**config.mk**
```make
export PLATFORM = sky130hd
export DESIGN_NAME = ras
export DESIGN_NICKNAME = d
export VERILOG_FILES = /design/src/rtl/ras_pkg.sv /design/src/rtl/ras.sv
export SDC_FILE = /design/constraint.sdc
export NUM_CORES = 1
export LEC_CHECK = 0
export CAP_MARGIN = 10
export CORE_MARGIN = 3
export CORE_UTILIZATION = 30
export CTS_CLUSTER_SIZE = 12
export DETAILED_ROUTE_END_ITERATION = 6
export HOLD_SLACK_MARGIN = 0.05
export PLACE_DENSITY = 0.57
export SLEW_MARGIN = 20
export SYNTH_ARGS = -nofsm -noshare
export SYNTH_HDL_FRONTEND = slang
export SYNTH_SLANG_ARGS = --single-unit
```
**constraint.sdc**
```tcl
create_clock -name CLK -period 2.89 [get_ports CLK]
set_input_delay 0.7225 -clock CLK [delete_from_list [all_inputs] [get_ports CLK]]
set_output_delay 0.7225 -clock CLK [all_outputs]
set_load 0.01 [all_outputs]
```
**src/rtl/ras_pkg.sv**
```systemverilog
// Shared fetch-predictor sizing for the return address stack.
package ras_pkg;

    localparam int RAS_ENTRIES      = 8;
    localparam int RAS_INDEX_WIDTH  = $clog2(RAS_ENTRIES);
    localparam int RAS_TARGET_WIDTH = 31;

endpackage

```
**src/rtl/ras.sv**
```systemverilog
// Circular return address stack: push on predicted call, pop on predicted return.
// Optional occupancy tracking is built when RAS_OCCUPANCY_EN is defined.
module ras
    import ras_pkg::*;
#(
    parameter int N_ENTRIES = RAS_ENTRIES,
    parameter int IDX_W     = RAS_INDEX_WIDTH,
    parameter int TGT_W     = RAS_TARGET_WIDTH
) (
    input  logic             CLK,
    input  logic             nRST,
    input  logic             link_valid,
    input  logic [TGT_W-1:0] link_target,
    input  logic             ret_valid,
    output logic [TGT_W-1:0] ret_target,
    output logic [IDX_W-1:0] ras_index,
`ifdef RAS_OCCUPANCY_EN
    output logic [IDX_W:0]   ras_count,
    output logic             ret_target_valid,
    input  logic [IDX_W:0]   restore_count,
`endif
    input  logic             restore_valid,
    input  logic [IDX_W-1:0] restore_index
);

    logic [TGT_W-1:0] entry_q [N_ENTRIES];
    logic [TGT_W-1:0] entry_d [N_ENTRIES];
    logic [IDX_W-1:0] tos_ptr_q;
    logic [IDX_W-1:0] tos_ptr_d;
    logic [IDX_W-1:0] push_ptr_s;

    assign push_ptr_s = tos_ptr_q + IDX_W'(1);
    assign ret_target = entry_q[tos_ptr_q];
    assign ras_index  = tos_ptr_q;

    // Next-state for pointer and entries; restore outranks push/pop.
    always_comb begin
        entry_d   = entry_q;
        tos_ptr_d = tos_ptr_q;
        if (restore_valid) begin
            tos_ptr_d = restore_index;
        end else if (link_valid && ret_valid) begin
            entry_d[tos_ptr_q] = link_target;
        end else if (link_valid) begin
            tos_ptr_d           = push_ptr_s;
            entry_d[push_ptr_s] = link_target;
        end else if (ret_valid) begin
            tos_ptr_d = tos_ptr_q - IDX_W'(1);
        end else begin
            tos_ptr_d = tos_ptr_q;
        end
    end

    // Stack state registers.
    always_ff @(posedge CLK or negedge nRST) begin
        if (!nRST) begin
            tos_ptr_q <= '0;
            for (int i = 0; i < N_ENTRIES; i++) begin
                entry_q[i] <= '0;
            end
        end else begin
            tos_ptr_q <= tos_ptr_d;
            entry_q   <= entry_d;
        end
    end

`ifdef RAS_OCCUPANCY_EN
    localparam logic [IDX_W:0] COUNT_MAX = (IDX_W+1)'(N_ENTRIES);

    logic [IDX_W:0] ras_count_q;
    logic [IDX_W:0] ras_count_d;

    // Saturating occupancy; a replace on an empty stack leaves one live entry.
    always_comb begin
        ras_count_d = ras_count_q;
        if (restore_valid) begin
            ras_count_d = restore_count;
        end else if (link_valid && ret_valid) begin
            if (ras_count_q == '0) begin
                ras_count_d = (IDX_W+1)'(1);
            end else begin
                ras_count_d = ras_count_q;
            end
        end else if (link_valid) begin
            if (ras_count_q == COUNT_MAX) begin
                ras_count_d = ras_count_q;
            end else begin
                ras_count_d = ras_count_q + (IDX_W+1)'(1);
            end
        end else if (ret_valid) begin
            if (ras_count_q == '0) begin
                ras_count_d = ras_count_q;
            end else begin
                ras_count_d = ras_count_q - (IDX_W+1)'(1);
            end
        end else begin
            ras_count_d = ras_count_q;
        end
    end

    // Occupancy register.
    always_ff @(posedge CLK or negedge nRST) begin
        if (!nRST) begin
            ras_count_q <= '0;
        end else begin
            ras_count_q <= ras_count_d;
        end
    end

    assign ras_count        = ras_count_q;
    assign ret_target_valid = (ras_count_q != '0);
`endif

endmodule

```
### Word level (Yosys, flattened, before mapping)

Index checks and enable logic that the tools add are counted.

| cells by class | value |
|---|---|
| add/subtract/negate cells | 2 |
| magnitude comparators | 4 |
| equality and inequality tests | 1 |
| multiplexer cells | 15 |
| bitwise gates (word level) | 3 |
| reduce and logical (&&, ||, !) cells | 7 |

Operators by type and width:

| operator | count |
|---|---|
| $bwmux 248 | 2 |
| $mux 248 | 2 |
| $demux 31 s3 | 2 |
| $mux 31 | 4 |
| $bmux 31 s3 | 1 |
| $mux 3 | 4 |
| $ge 4x4->1 const B | 2 |
| $lt 4x1->1 const B | 2 |
| $not 3->4 | 2 |
| $reduce_and 2->1 | 2 |
| $add 3x1->3 const B | 1 |
| $logic_and 1x1->1 | 3 |
| $reduce_bool 3->1 | 1 |
| $sub 3x1->3 const B | 1 |
| $ne 2x2->1 const B | 1 |
| $reduce_bool 2->1 | 1 |
| $not 1->1 | 1 |

| word-level totals | value |
|---|---|
| register bits after elaboration | 251 |
| input port bits | 39 |
| word-level logic and storage cells | 41 |

### Depth between registers and ports, before layout

| logic depth | value |
|---|---|
| depth after elaboration | 9 |
| gate-level depth with buffers | 10 |

### Worst setup path before layout

OpenSTA, ideal clock, no wires.

| timing path | value |
|---|---|
| path kind | register to register |
| start | reg tos_ptr_q[1] (netlist: ras_index[1]) |
| end | reg entry_q[218] (netlist bit) |
| library setup time | 0.125 ns |
| arrival time | 2.511 ns |
| required time | 2.765 ns |
| setup slack | 0.254 ns |
| stages on the path, launching flop included | 11 |
| path buffers | 4 |
| path through | dfrtp_1 buf_4 inv_1 buf_2 buf_1 ha_1 nand2b_1 o21ai_0 o211ai_2 buf_6 mux2_4 |

| between the ends | value |
|---|---|
| longest elaborated chain between the ends | 9 |

RTL lines:

| what | RTL line | text |
|---|---|---|
| from (decl) | ras.sv:28 | `logic [IDX_W-1:0] tos_ptr_q;` |
| from (signal assigned) | ras.sv:62 | `tos_ptr_q <= tos_ptr_d;` |
| $add 3x1->3 | ras.sv:32 | `assign push_ptr_s = tos_ptr_q + IDX_W'(1);` |
| $not 3->4 (not written as such) | ras.sv:46 | `entry_d[push_ptr_s] = link_target;` |
| $ge 4x4->1 (not written as such) or $lt 4x1->1 (tied branches) | ras.sv:46 |  |
| $logic_and 1x1->1 (not written as such) | ras.sv:46 |  |
| $mux 31 (not written as such) | ras.sv:46 |  |
| $demux 31 s3 | ras.sv:46 |  |
| $bwmux 248 | ras.sv:46 |  |
| $mux 248 | ras.sv:44 | `end else if (link_valid) begin` |
| $mux 248 (*) | ras.sv:42 | `end else if (link_valid && ret_valid) begin` |
| to (signal assigned) | ras.sv:63 | `entry_q <= entry_d;` |
| to (decl) | ras.sv:26 | `logic [TGT_W-1:0] entry_q [N_ENTRIES];` |

Mark *: on every way between the ends. The rest lies on a longest branch, timed or not. The select of a mux whose other input is x is not followed.
A chain may end at the register's enable or synchronous reset.

### Final worst setup path

| timing path | value |
|---|---|
| start | reg tos_ptr_q[1] (netlist: ras_index[1]) |
| end | out ret_target[2] |

| between the ends | value |
|---|---|
| longest elaborated chain between the ends | 4 |

RTL lines:

| what | RTL line | text |
|---|---|---|
| $not 3->4 (not written as such) | ras.sv:33 | `assign ret_target = entry_q[tos_ptr_q];` |
| $bmux 31 s3 | ras.sv:33 |  |
| $mux 31 (not written as such) (2 in series) | ras.sv:33 |  |
| to (decl) | ras.sv:15 | `output logic [TGT_W-1:0] ret_target,` |

No other way between the ends. The select of a mux whose other input is x is not followed.

==> flow_summary.json <==
{
  "area_delta_synth_final_pct": 29.6,
  "vias_in_the_first_global_route": 8191,
  "cts_h_tree_depth": 1,
  "clk_pin_slew_ns": 0.06,
  "start_util": 0.306,
  "postSynthCellCount": 809,
  "post-route-drc-count": 0,
  "finalCritPeriodShare": 1.03,
  "grt_start_max_net_pins": 69,
  "gp_congestion": 0.780,
  "synth_commonest_cells": "dfrtp_1, mux2_4, mux2_2",
  "diodes": 0,
  "layout_setup_ws_ns": -0.0914,
  "worst_hold_slack_ns": 0.120,
  "die_width_um": 208,
  "setup.worst_path.start_class": "register",
  "drt-initial-drc-count": 398,
  "cts-buffers-inserted": 27,
  "route.vias.total": 7619,
  "finalSetupViolations": 10,
  "p_int_w": 0.00999,
  "post-synth-top-area-fraction": 0.513,
  "cts.sink_count": 251,
  "num-nets-final": 1018,
  "die_height_um": 208,
  "critPathKind": "register to output pin",
  "setup.worst_path.end_class": "output pin",
  "routed_wl_um": 34200,
  "power_frac_comb": 0.354,
  "grt_setup_unrepaired": "yes",
  "post_synth_design_cell_area_um2": 12200,
  "detail_route.first_pass.iterations": 4,
  "final_period_minus_worst_setup_slack_ns": 2.98,
  "die-area_um2": 43200,
  "violations": "setup timing",
  "worst_vdd_rail_ir_drop_uv": 390,
  "synthesized_area_divided_by_synthesized_cell_count_um2": 15.1,
  "post_route_cells_drive_above_1_share": 0.569,
  "grt_overflow_total": 0,
  "synthMostInstantiatedCell": "dfrtp_1",
  "gr-usage-all-layers": 0.156,
  "root_buffer": "clkbuf_16",
  "max_freq_mhz": 335,
  "outcome": "finished, violations left",
  "clockBufferDepth": 3,
  "post_drt_wl_per_cell_um": 22.5,
  "power.clock.fraction": 0.235,
  "yosysWarnings": 0,
  "buffer_ports.inserted": 72,
  "synth_top_cell_by_area": "dfrtp_1",
  "synth-seq-area-share": 0.513,
  "synth_async_sr_flop_share": 1.00,
  "power.share.switching": 0.296,
  "synth_seq_cells": 251,
  "boundaryPins": 73,
  "grt_pass1_wl_um": 52800,
  "leakagePower_nw": 7.28,
  "antenna_violating_nets_post_route": 0,
  "slew_headroom": 0.596,
  "setup_total_negative_slack_ns": -0.398,
  "worst_skew_pair.late_latency_ns": 0.56,
  "placedInstanceArea_um2": 14000,
  "dpl.hpwl_um": 21000,
  "pwrdens_nw_per_um2": 895,
  "floorplan.core_area_um2": 40000,
  "vias_per_cell": 5.01,
  "tightest_slew_ns": 0.605,
  "grt_antenna_before_repair": 0,
  "cp.arrival_ns": 2.26,
  "layoutNonFillerInstCount": 1521,
  "power_frac_seq": 0.411,
  "ys_types": 46,
  "synth_edf_count": 0,
  "worst_hold_path_type": "input pin to async pin",
  "cts_stage_hold_buffer_count": 0,
  "cts_tree": "built",
  "path_max_fanout": 6,
  "post_synth_main_area_contributors": "dfrtp_1, mux2_4, mux2_2, buf_6, mux4_2",
  "final-max-slew-violation-count": 0,
  "final-hold-violation-count": 0,
  "cap_viol_max_count": 0,
  "power_switching_w": 0.00420,
  "synthesis.nets": 850,
  "core.rowCount": 73,
  "top_ff_cell_synth": "dfrtp_1",
  "worst-endpoint-required_ns": 2.17,
  "numPlacedInstances": 1423,
  "stdcell_area_um2": 15900,
  "fin_worst_skew_ns": 0.0270
}
## registers in the layout, indices dropped and copies added (netlist names)
signal,count
entry_q,248
ras_index,3
## area by class of cell
cell class,instances,area (µm²)
multi-input combinational,498,6040
inverter,4,15.0
clock buffer,43,806
sequential,251,6280
clock inverter,5,31.3
tap,525,657
fill,3706,24100
timing repair buffer,195,2020
## placed cells by master, fill, tap and decap left out, types with 8 or more instances in the layout
master	instances
buf_6	21
buf_2	26
a221oi_4	8
clkdlybuf4s50_1	40
a221oi_2	22
mux4_2	12
buf_4	68
mux2_2	119
clkbuf_1	9
nand2_1	24
clkbuf_16	29
mux2i_1	14
dfrtp_1	248
buf_12	29
mux2_4	159
o21ai_1	9
a22oi_1	20
## path summary, 6_finish.rpt
path / from / to / slack, ns / cells past startpoint
worst max-delay path: ras_index[1] / ret_target[2] / -0.09 / 7
worst min-delay path: nRST / entry_q[226] / 0.12 / 1
worst max register to register: ras_index[0] / entry_q[229] / 0.23 / 9
worst min register to register: entry_q[177] / entry_q[177] / 0.49 / 1
max in group asynchronous: nRST / entry_q[208] / 2.03 / 2
min in group CLK: entry_q[177] / entry_q[177] / 0.49 / 1
## per-layer routing
metal	GRT usage	part of all wire	vias up
met3	0.0268	0.049	42
li1	-	-	3376
met5	0	0	-
met1	0.228	0.48	4037
met2	0.246	0.46	164
met4	0.0300	0.018	0
## per-stage QoR
step	setup WS [ns]	util	total power [W]
2_1_floorplan	0.254	-	0.00871
3_3_place_gp	0.0439	0.350	0.0102
3_5_place_dp	0.0496	0.350	0.0103
4_1_cts	-0.112	0.385	0.0140
5_1_grt	-0.148	0.396	0.0150
6_report	-0.0914	0.396	0.0142
## repair_timing
item | CTS | global route
setup endpoints to repair | 31 | 27
pin swaps | 20 | 32
resized for setup | 198 | 68
buffers inserted | 31 | 22
cloned | 1 | 2
## power by group through the flow
stage | combinational, W | sequential, W | clock [W]
after global routing | 0.00539 | 0.00603 | 0.00358
final | 0.00502 | 0.00584 | 0.00334
after global placement | 0.00447 | 0.00576 | 0
after CTS | 0.00476 | 0.00579 | 0.00341
after detailed placement | 0.00453 | 0.00579 | 0
after floorplan | 0.00317 | 0.00554 | 0
## critical path, stage by stage, from the launching register on
cell	delay [ns]
dfrtp_2	0.44
buf_6	0.14
buf_12	0.14
buf_8	0.13
mux2_4	0.31
a221oi_4	0.27
o22ai_2	0.13
buf_2	0.17
## kinds of logic (layout without fill, tap and decap cells)
family / after synthesis / count (layout) / share of synthesized area
buf+inv: 60 / 247 / 0.0369
compound gates: 122 / 122 / 0.0780
mux: 309 / 309 / 0.340
fa+ha+maj: 2 / 2 / 0.00205
simple gates: 61 / 61 / 0.0264
xor+xnor: 4 / 4 / 0.00286
flops: 251 / 251 / 0.513
Power figures use the tool's default switching activity.
